===== src/rtl/motor_mux_sequencer.sv =====
// motor_mux_sequencer
//
// Hands the four bidirectional motor pins over between the DSHOT controller
// and the USB-UART BLHeli passthrough bridge. Any in-flight DSHOT frame or
// UART byte is drained first. A guard interval then drives all pins to the
// new owner's idle level. Passthrough falls back to DSHOT after an
// inactivity timeout.
//
// Parameters
//   CLK_FREQ_HZ        system clock frequency (used only to derive defaults)
//   GUARD_CYCLES       idle-drive interval at each handover, must be >= 1
//   PT_TIMEOUT_CYCLES  passthrough inactivity limit, 0 disables the timeout
//
// Ports
//   i_sys_clk       system clock
//   i_rst_n         asynchronous active-low reset
//   i_mux_sel       mux register level: 0 = passthrough, 1 = DSHOT requested
//   i_pt_motor      passthrough target motor index
//   i_dshot_busy    DSHOT frame being shifted out
//   i_uart_busy     bridge TX byte in progress toward the ESC
//   i_pt_activity   one-cycle pulse per byte moved by the bridge
//   o_dshot_en      DSHOT controller may start frames
//   o_pt_en         passthrough bridge owns the selected pin
//   o_pt_motor      latched passthrough motor index
//   o_force_idle    pad logic overrides all pins with o_force_level
//   o_force_level   forced level: 1 = UART idle high, 0 = DSHOT idle low
//   o_state         current state encoding for status readback
//   o_timeout_flag  sticky: the last passthrough session ended by timeout
module motor_mux_sequencer #(
    parameter int unsigned CLK_FREQ_HZ       = 72_000_000,
    parameter int unsigned GUARD_CYCLES      = CLK_FREQ_HZ / 10_000,
    parameter int unsigned PT_TIMEOUT_CYCLES = CLK_FREQ_HZ * 10
) (
    input  logic       i_sys_clk,
    input  logic       i_rst_n,
    input  logic       i_mux_sel,
    input  logic [1:0] i_pt_motor,
    input  logic       i_dshot_busy,
    input  logic       i_uart_busy,
    input  logic       i_pt_activity,
    output logic       o_dshot_en,
    output logic       o_pt_en,
    output logic [1:0] o_pt_motor,
    output logic       o_force_idle,
    output logic       o_force_level,
    output logic [2:0] o_state,
    output logic       o_timeout_flag
);

    // One counter serves both the guard interval and the inactivity timer.
    localparam int unsigned CNT_MAX = (GUARD_CYCLES > PT_TIMEOUT_CYCLES) ?
                                      GUARD_CYCLES : PT_TIMEOUT_CYCLES;
    localparam int unsigned CNT_W   = $clog2(CNT_MAX) + 1;

    localparam logic [CNT_W-1:0] GUARD_LAST =
        CNT_W'((GUARD_CYCLES == 0) ? 0 : GUARD_CYCLES - 1);
    localparam logic [CNT_W-1:0] PT_LAST =
        CNT_W'((PT_TIMEOUT_CYCLES == 0) ? 0 : PT_TIMEOUT_CYCLES - 1);
    localparam logic [CNT_W-1:0] CNT_SAT = '1;
    localparam logic             PT_TIMEOUT_EN = (PT_TIMEOUT_CYCLES != 0);

    typedef enum logic [2:0] {
        StDshot    = 3'd0,
        StDrainD   = 3'd1,
        StGuardPt  = 3'd2,
        StPassthru = 3'd3,
        StDrainPt  = 3'd4,
        StGuardD   = 3'd5
    } state_e;

    state_e           state_q, state_d;
    logic [CNT_W-1:0] cnt_q, cnt_d, cnt_inc;
    logic [1:0]       pt_motor_q, pt_motor_d;
    logic             timeout_q, timeout_d;
    logic             motor_hop;
    logic             pt_expired;

    logic dshot_en_q, dshot_en_d;
    logic pt_en_q, pt_en_d;
    logic force_idle_q, force_idle_d;
    logic force_level_q, force_level_d;

    // Next state and next outputs.
    always_comb begin
        state_d    = state_q;
        cnt_d      = cnt_q;
        pt_motor_d = pt_motor_q;
        timeout_d  = timeout_q;

        cnt_inc    = (cnt_q == CNT_SAT) ? cnt_q : cnt_q + 1'b1;
        motor_hop  = (i_pt_motor != pt_motor_q);
        // Activity on the terminal count wins, so it masks the expiry.
        pt_expired = PT_TIMEOUT_EN && !i_pt_activity && (cnt_q == PT_LAST);

        unique case (state_q)
            StDshot: begin
                if (i_mux_sel) begin
                    timeout_d = 1'b0;
                end else if (!timeout_q) begin
                    // A timed-out session stays in DSHOT until the register is re-armed.
                    state_d = StDrainD;
                end
            end

            StDrainD: begin
                // A withdrawn request takes priority over a finished frame.
                if (i_mux_sel) begin
                    state_d = StDshot;
                end else if (!i_dshot_busy) begin
                    state_d    = StGuardPt;
                    pt_motor_d = i_pt_motor;
                end
            end

            StGuardPt: begin
                if (cnt_q == GUARD_LAST) begin
                    state_d = StPassthru;
                end else begin
                    cnt_d = cnt_inc;
                end
            end

            StPassthru: begin
                if (i_pt_activity) begin
                    cnt_d = '0;
                end else begin
                    cnt_d = cnt_inc;
                end
                if (pt_expired) begin
                    timeout_d = 1'b1;
                end
                if (pt_expired || i_mux_sel || motor_hop) begin
                    state_d = StDrainPt;
                end
            end

            StDrainPt: begin
                if (!i_uart_busy) begin
                    if (motor_hop && !i_mux_sel && !timeout_q) begin
                        state_d    = StGuardPt;
                        pt_motor_d = i_pt_motor;
                    end else begin
                        state_d = StGuardD;
                    end
                end
            end

            StGuardD: begin
                if (cnt_q == GUARD_LAST) begin
                    state_d = StDshot;
                end else begin
                    cnt_d = cnt_inc;
                end
            end

            default: begin
                state_d = StDshot;
            end
        endcase

        // Every state change restarts the shared counter from zero.
        if (state_d != state_q) begin
            cnt_d = '0;
        end

        // Outputs are decoded from the next state so they land in flops.
        dshot_en_d    = (state_d == StDshot);
        pt_en_d       = (state_d == StPassthru);
        force_idle_d  = (state_d == StGuardPt) || (state_d == StGuardD);
        force_level_d = (state_d == StGuardPt);
    end

    always_ff @(posedge i_sys_clk or negedge i_rst_n) begin
        if (!i_rst_n) begin
            state_q       <= StDshot;
            cnt_q         <= '0;
            pt_motor_q    <= 2'd0;
            timeout_q     <= 1'b0;
            dshot_en_q    <= 1'b1;
            pt_en_q       <= 1'b0;
            force_idle_q  <= 1'b0;
            force_level_q <= 1'b0;
        end else begin
            state_q       <= state_d;
            cnt_q         <= cnt_d;
            pt_motor_q    <= pt_motor_d;
            timeout_q     <= timeout_d;
            dshot_en_q    <= dshot_en_d;
            pt_en_q       <= pt_en_d;
            force_idle_q  <= force_idle_d;
            force_level_q <= force_level_d;
        end
    end

    assign o_dshot_en     = dshot_en_q;
    assign o_pt_en        = pt_en_q;
    assign o_pt_motor     = pt_motor_q;
    assign o_force_idle   = force_idle_q;
    assign o_force_level  = force_level_q;
    assign o_state        = state_q;
    assign o_timeout_flag = timeout_q;

    // Pin ownership must never overlap.
    a_exclusive : assert property (@(posedge i_sys_clk) disable iff (!i_rst_n)
        !(o_dshot_en && o_pt_en));

    a_force_in_guard : assert property (@(posedge i_sys_clk) disable iff (!i_rst_n)
        o_force_idle |-> (o_state == 3'd2 || o_state == 3'd5));

endmodule


===== config.mk =====
export PLATFORM = sky130hd
export DESIGN_NAME = motor_mux_sequencer
export DESIGN_NICKNAME = d
export VERILOG_FILES = /design/src/rtl/motor_mux_sequencer.sv
export SDC_FILE = /design/constraint.sdc
export NUM_CORES = 1
export LEC_CHECK = 0
export BUFFER_PORTS_ARGS = -buffer_cell sky130_fd_sc_hd__buf_2
export CAP_MARGIN = 10
export CORE_UTILIZATION = 60
export CTS_BUF_LIST = sky130_fd_sc_hd__clkbuf_8
export DETAILED_ROUTE_END_ITERATION = 12
export HOLD_SLACK_MARGIN = 0.15
export PLACE_DENSITY_LB_ADDON = 0.08
export RECOVER_POWER = 50
export SYNTH_ARGS = -nofsm -noshare
export SYNTH_HDL_FRONTEND = slang
export SYNTH_SLANG_ARGS = --single-unit
export TNS_END_PERCENT = 5

===== constraint.sdc =====
create_clock -name i_sys_clk -period 2.5 [get_ports i_sys_clk]
set_clock_uncertainty 0.15 [all_clocks]
set_input_delay 0.125 -clock i_sys_clk [delete_from_list [all_inputs] [get_ports i_sys_clk]]
set_output_delay 0.125 -clock i_sys_clk [all_outputs]
set_load 0.02 [all_outputs]

==> flow_summary_export.csv <==
group,metric,value,unit
run_status,status,"finished with violations",
run_status,failed_checks,"setup timing",
critical_path,worstPathArrival,2560,ps
critical_path,reg2reg_from,"cnt_q[26]$_DFFE_PN0P_",
pwr,irDropWorstVdd,0.339,mV
yosys,synth-main-ff-cell,"dfrtp_1",
place,dp_hpwl,5.18,mm
clock_network,clock_sinks,41,
global_route,grt_util_all_layers,0.354,
yosys,syn-num-nets,300,
global_route,antenna_found_initial,0,
yosys,synth_edf_count,0,
clock_network,clk_latency,300,ps
critical_path,cp-startpoint,"cnt_q[26]$_DFFE_PN0P_",
finish,layout-drive-gt1-share,0.200,
clock_network,cts_tree,"built",
sta,fmax,395,MHz
floorplan,pin_count,18,
yosys,netlist_area,2510,um2
finish,n_antenna_cell,0,
yosys,synth_cell_type_count,55,
pwr,clockPowerShare,0.191,
yosys,yosys.area.top_type,"dfrtp_1",
finish,syn2layout_area_growth,21.5,%
floorplan,initial_core_util,0.628,
clock_network,cts_made_buffers,5,
global_route,globalRouteOverflowTotal,0,
clock_network,root_buffer,"clkbuf_8",
detailed_routing,vias,2659,
finish,register_area,1030,um2
critical_path,crit_required,2530,ps
floorplan,core-area,4000,um2
yosys,syn_avg_cell_area,8.63,um2
critical_path,crit_top_cell,"buf_4",
yosys,syn_inst,291,
clock_network,cts_max_path_buffers,2,
hold_path,holdCritPathClass,"in -> reg",
critical_path,cp_max_fo,8,
yosys,synthArstFlopShare,1.00,
run,cap_viol_max_count,0,
finish,fillers,313,
place,io_buffers,17,
place,routabilityCongestion,0.883,
critical_path,crit_chain,"nor4_1, nand4_1, buf_4, o31ai_1, o22ai_1, o211ai_2, buf_4, a21oi_1",
clock_network,clk_pin_slew_worst_paths,70,ps
pwr,p_switching,990,uW
pwr,p_int,1.36,mW
yosys,netlist_top_cells_area,"dfrtp_1, a21oi_1, nand3_1",
critical_path,cp-end-kind,"flop",
yosys,synth-seq-cells,41,
yosys,synth_most_common_cell,"dfrtp_1",
finish,layout.cells.non_filler,395,
sta,finalHoldViolCount,0,
critical_path,startpoint_type,"flop",
clock_network,htreeDepth,2,
pwr,power.leakage,1.22,nW
sta,finalWorstSetupSlack,-29.2,ps
critical_path,critical_path.max_stage_delay,430,ps
sta,hold-worst-slack,174,ps
yosys,synth_commonest_cells,"dfrtp_1, a21oi_1, nand2_1, nor2_1, nand3_1",
floorplan,die_w,66.7,um
detailed_routing,wl_per_cell,18.5,um
detailed_routing,drtIter0Drc,226,
global_route,grt_max_degree,42,
critical_path,worstSetupPathType,"reg -> reg",
sta,rsz0062_at_grt,"yes",
sta,setup_viol,18,
yosys,synth_top_area_share,0.398,
detailed_routing,first_pass_iters,5,
floorplan,row_count,23,
floorplan,die_h,66.7,um
global_route,grt_pass1_wl,11.6,mm
pwr,power_density,769,nW/um2
sta,period_minus_slack,2530,ps
critical_path,reg2reg_slack,-30,ps
detailed_routing,drc,0,
place,placedCellCount,380,
detailed_routing,ant_nets,0,
sta,period_share,1.01,
detailed_routing,wl,7.32,mm
finish,multi_input_area,1450,um2
sta,finalMaxSlewViolations,0,
floorplan,dieArea,4450,um2
hold_path,hp-start,"i_pt_activity",
pwr,p_sw_frac,0.422,
pwr,p_seq_frac,0.330,
yosys,synth_seq_area_share,0.409,
detailed_routing,via_per_inst,6.73,
critical_path,cp_slowest_cell,"dfrtp_1",
sta,worst_slew_pin_slew,1040,ps
sta,relSlewSlack,0.306,
finish,nNetsFinal,353,
global_route,grt_pass1_vias,2367,
yosys,yosys_warnings,0,
pwr,p_comb_frac,0.479,
layout make-up:
| cell class | instances | area share |
|---|---|---|
| multi-input combinational | 234 | 0.475 |
| sequential | 41 | 0.337 |
| inverter | 6 | 0.00738 |
| timing repair buffer | 56 | 0.131 |
| clock inverter | 2 | 0.00246 |
| clock buffer | 6 | 0.0271 |
| tap | 50 | 0.0205 |
per-stage QoR:
stage	util	area (um2)	TNS [ps]	setup slack [ps]	total power, mW
floorplan	-	2510	0	65.3	1.42
global placement	0.719	2880	0	104	1.84
detailed placement	0.719	2880	-9.77	-9.77	1.86
CTS	0.752	3010	0	34.4	2.31
global route	0.763	3050	-1510	-96.5	2.46
finish	0.763	3050	-299	-29.2	2.35
cell usage in the layout (no fill, tap or decap), types with 3 or more instances in the layout:
cell type	instances
buf_2	8
o31ai_1	8
or3_1	10
or4_1	13
nand2_1	22
buf_4	32
and3_1	6
dfrtp_1	40
nand3_1	20
a21oi_1	31
o21ai_0	18
dlygate4sd3_1	4
clkbuf_8	6
clkbuf_1	9
xor2_1	4
and4_1	3
nand3b_1	3
nand4_1	11
a31oi_1	4
nor4_1	4
nor3_1	9
inv_1	7
nor2_1	23
final timing paths:
kind / to / depth (start not counted)
max in group asynchronous: o_pt_motor[0]$_DFFE_PN0P_ / 2
setup / recovery: cnt_q[18]$_DFFE_PN0P_ / 8
setup reg to reg: cnt_q[18]$_DFFE_PN0P_ / 8
min in group asynchronous: cnt_q[5]$_DFFE_PN0P_ / 2
hold / removal: cnt_q[13]$_DFFE_PN0P_ / 4
hold reg to reg: cnt_q[30]$_DFFE_PN0P_ / 2
layer usage:
layer / share of wire / wire length [um] / GRT usage / vias up
met4: 0.018 / 129 / 0.144 / 0
li1: - / - / - / 1228
met3: 0.071 / 519 / 0.0719 / 16
met5: 0 / 0 / 0 / -
met1: 0.43 / 3170 / 0.467 / 1285
met2: 0.48 / 3500 / 0.562 / 130
sequential cells by signal, summed over array words and instances, names as in the netlist:
name and flops:
cnt_q 31, o_state 3, o_pt_motor 2, o_dshot_en 1
o_force_idle 1, o_force_level 1, o_pt_en 1, o_timeout_flag 1
what timing repair did:
action | in CTS | in global routing
resized for setup | 1 | 7
hold buffers | 4 | 0
hold endpoints to repair | 46 | 0
pin swaps | 0 | 2
setup buffers | 0 | 3
endpoints found under the setup margin | 1 | 31
power by group through the flow:
| stage | sequential [mW] | clock, mW | combinational (mW) |
|---|---|---|---|
| floorplan | 0.867 | 0 | 0.558 |
| global placement | 0.778 | 0 | 1.06 |
| detailed placement | 0.787 | 0 | 1.08 |
| CTS | 0.774 | 0.447 | 1.09 |
| global route | 0.780 | 0.472 | 1.21 |
| finish | 0.774 | 0.448 | 1.12 |
kinds of logic after synthesis:
group / synth area share
simple gates: 0.335
buf+inv: 0.0279
xor+xnor: 0.0174
flops: 0.409
mux: 0.00896
compound gates: 0.197
fa+ha+maj: 0.00498
worst max-delay path: cells and delay by family, from the launching register on:
family / cells / cell delay, ps
AOI/OAI and AO/OA: 4 / 700
buffers and inverters: 2 / 430
DFF: 1 / 430
and+or+nand+nor: 2 / 710
Note: power is estimated with default switching activity, not from simulation.
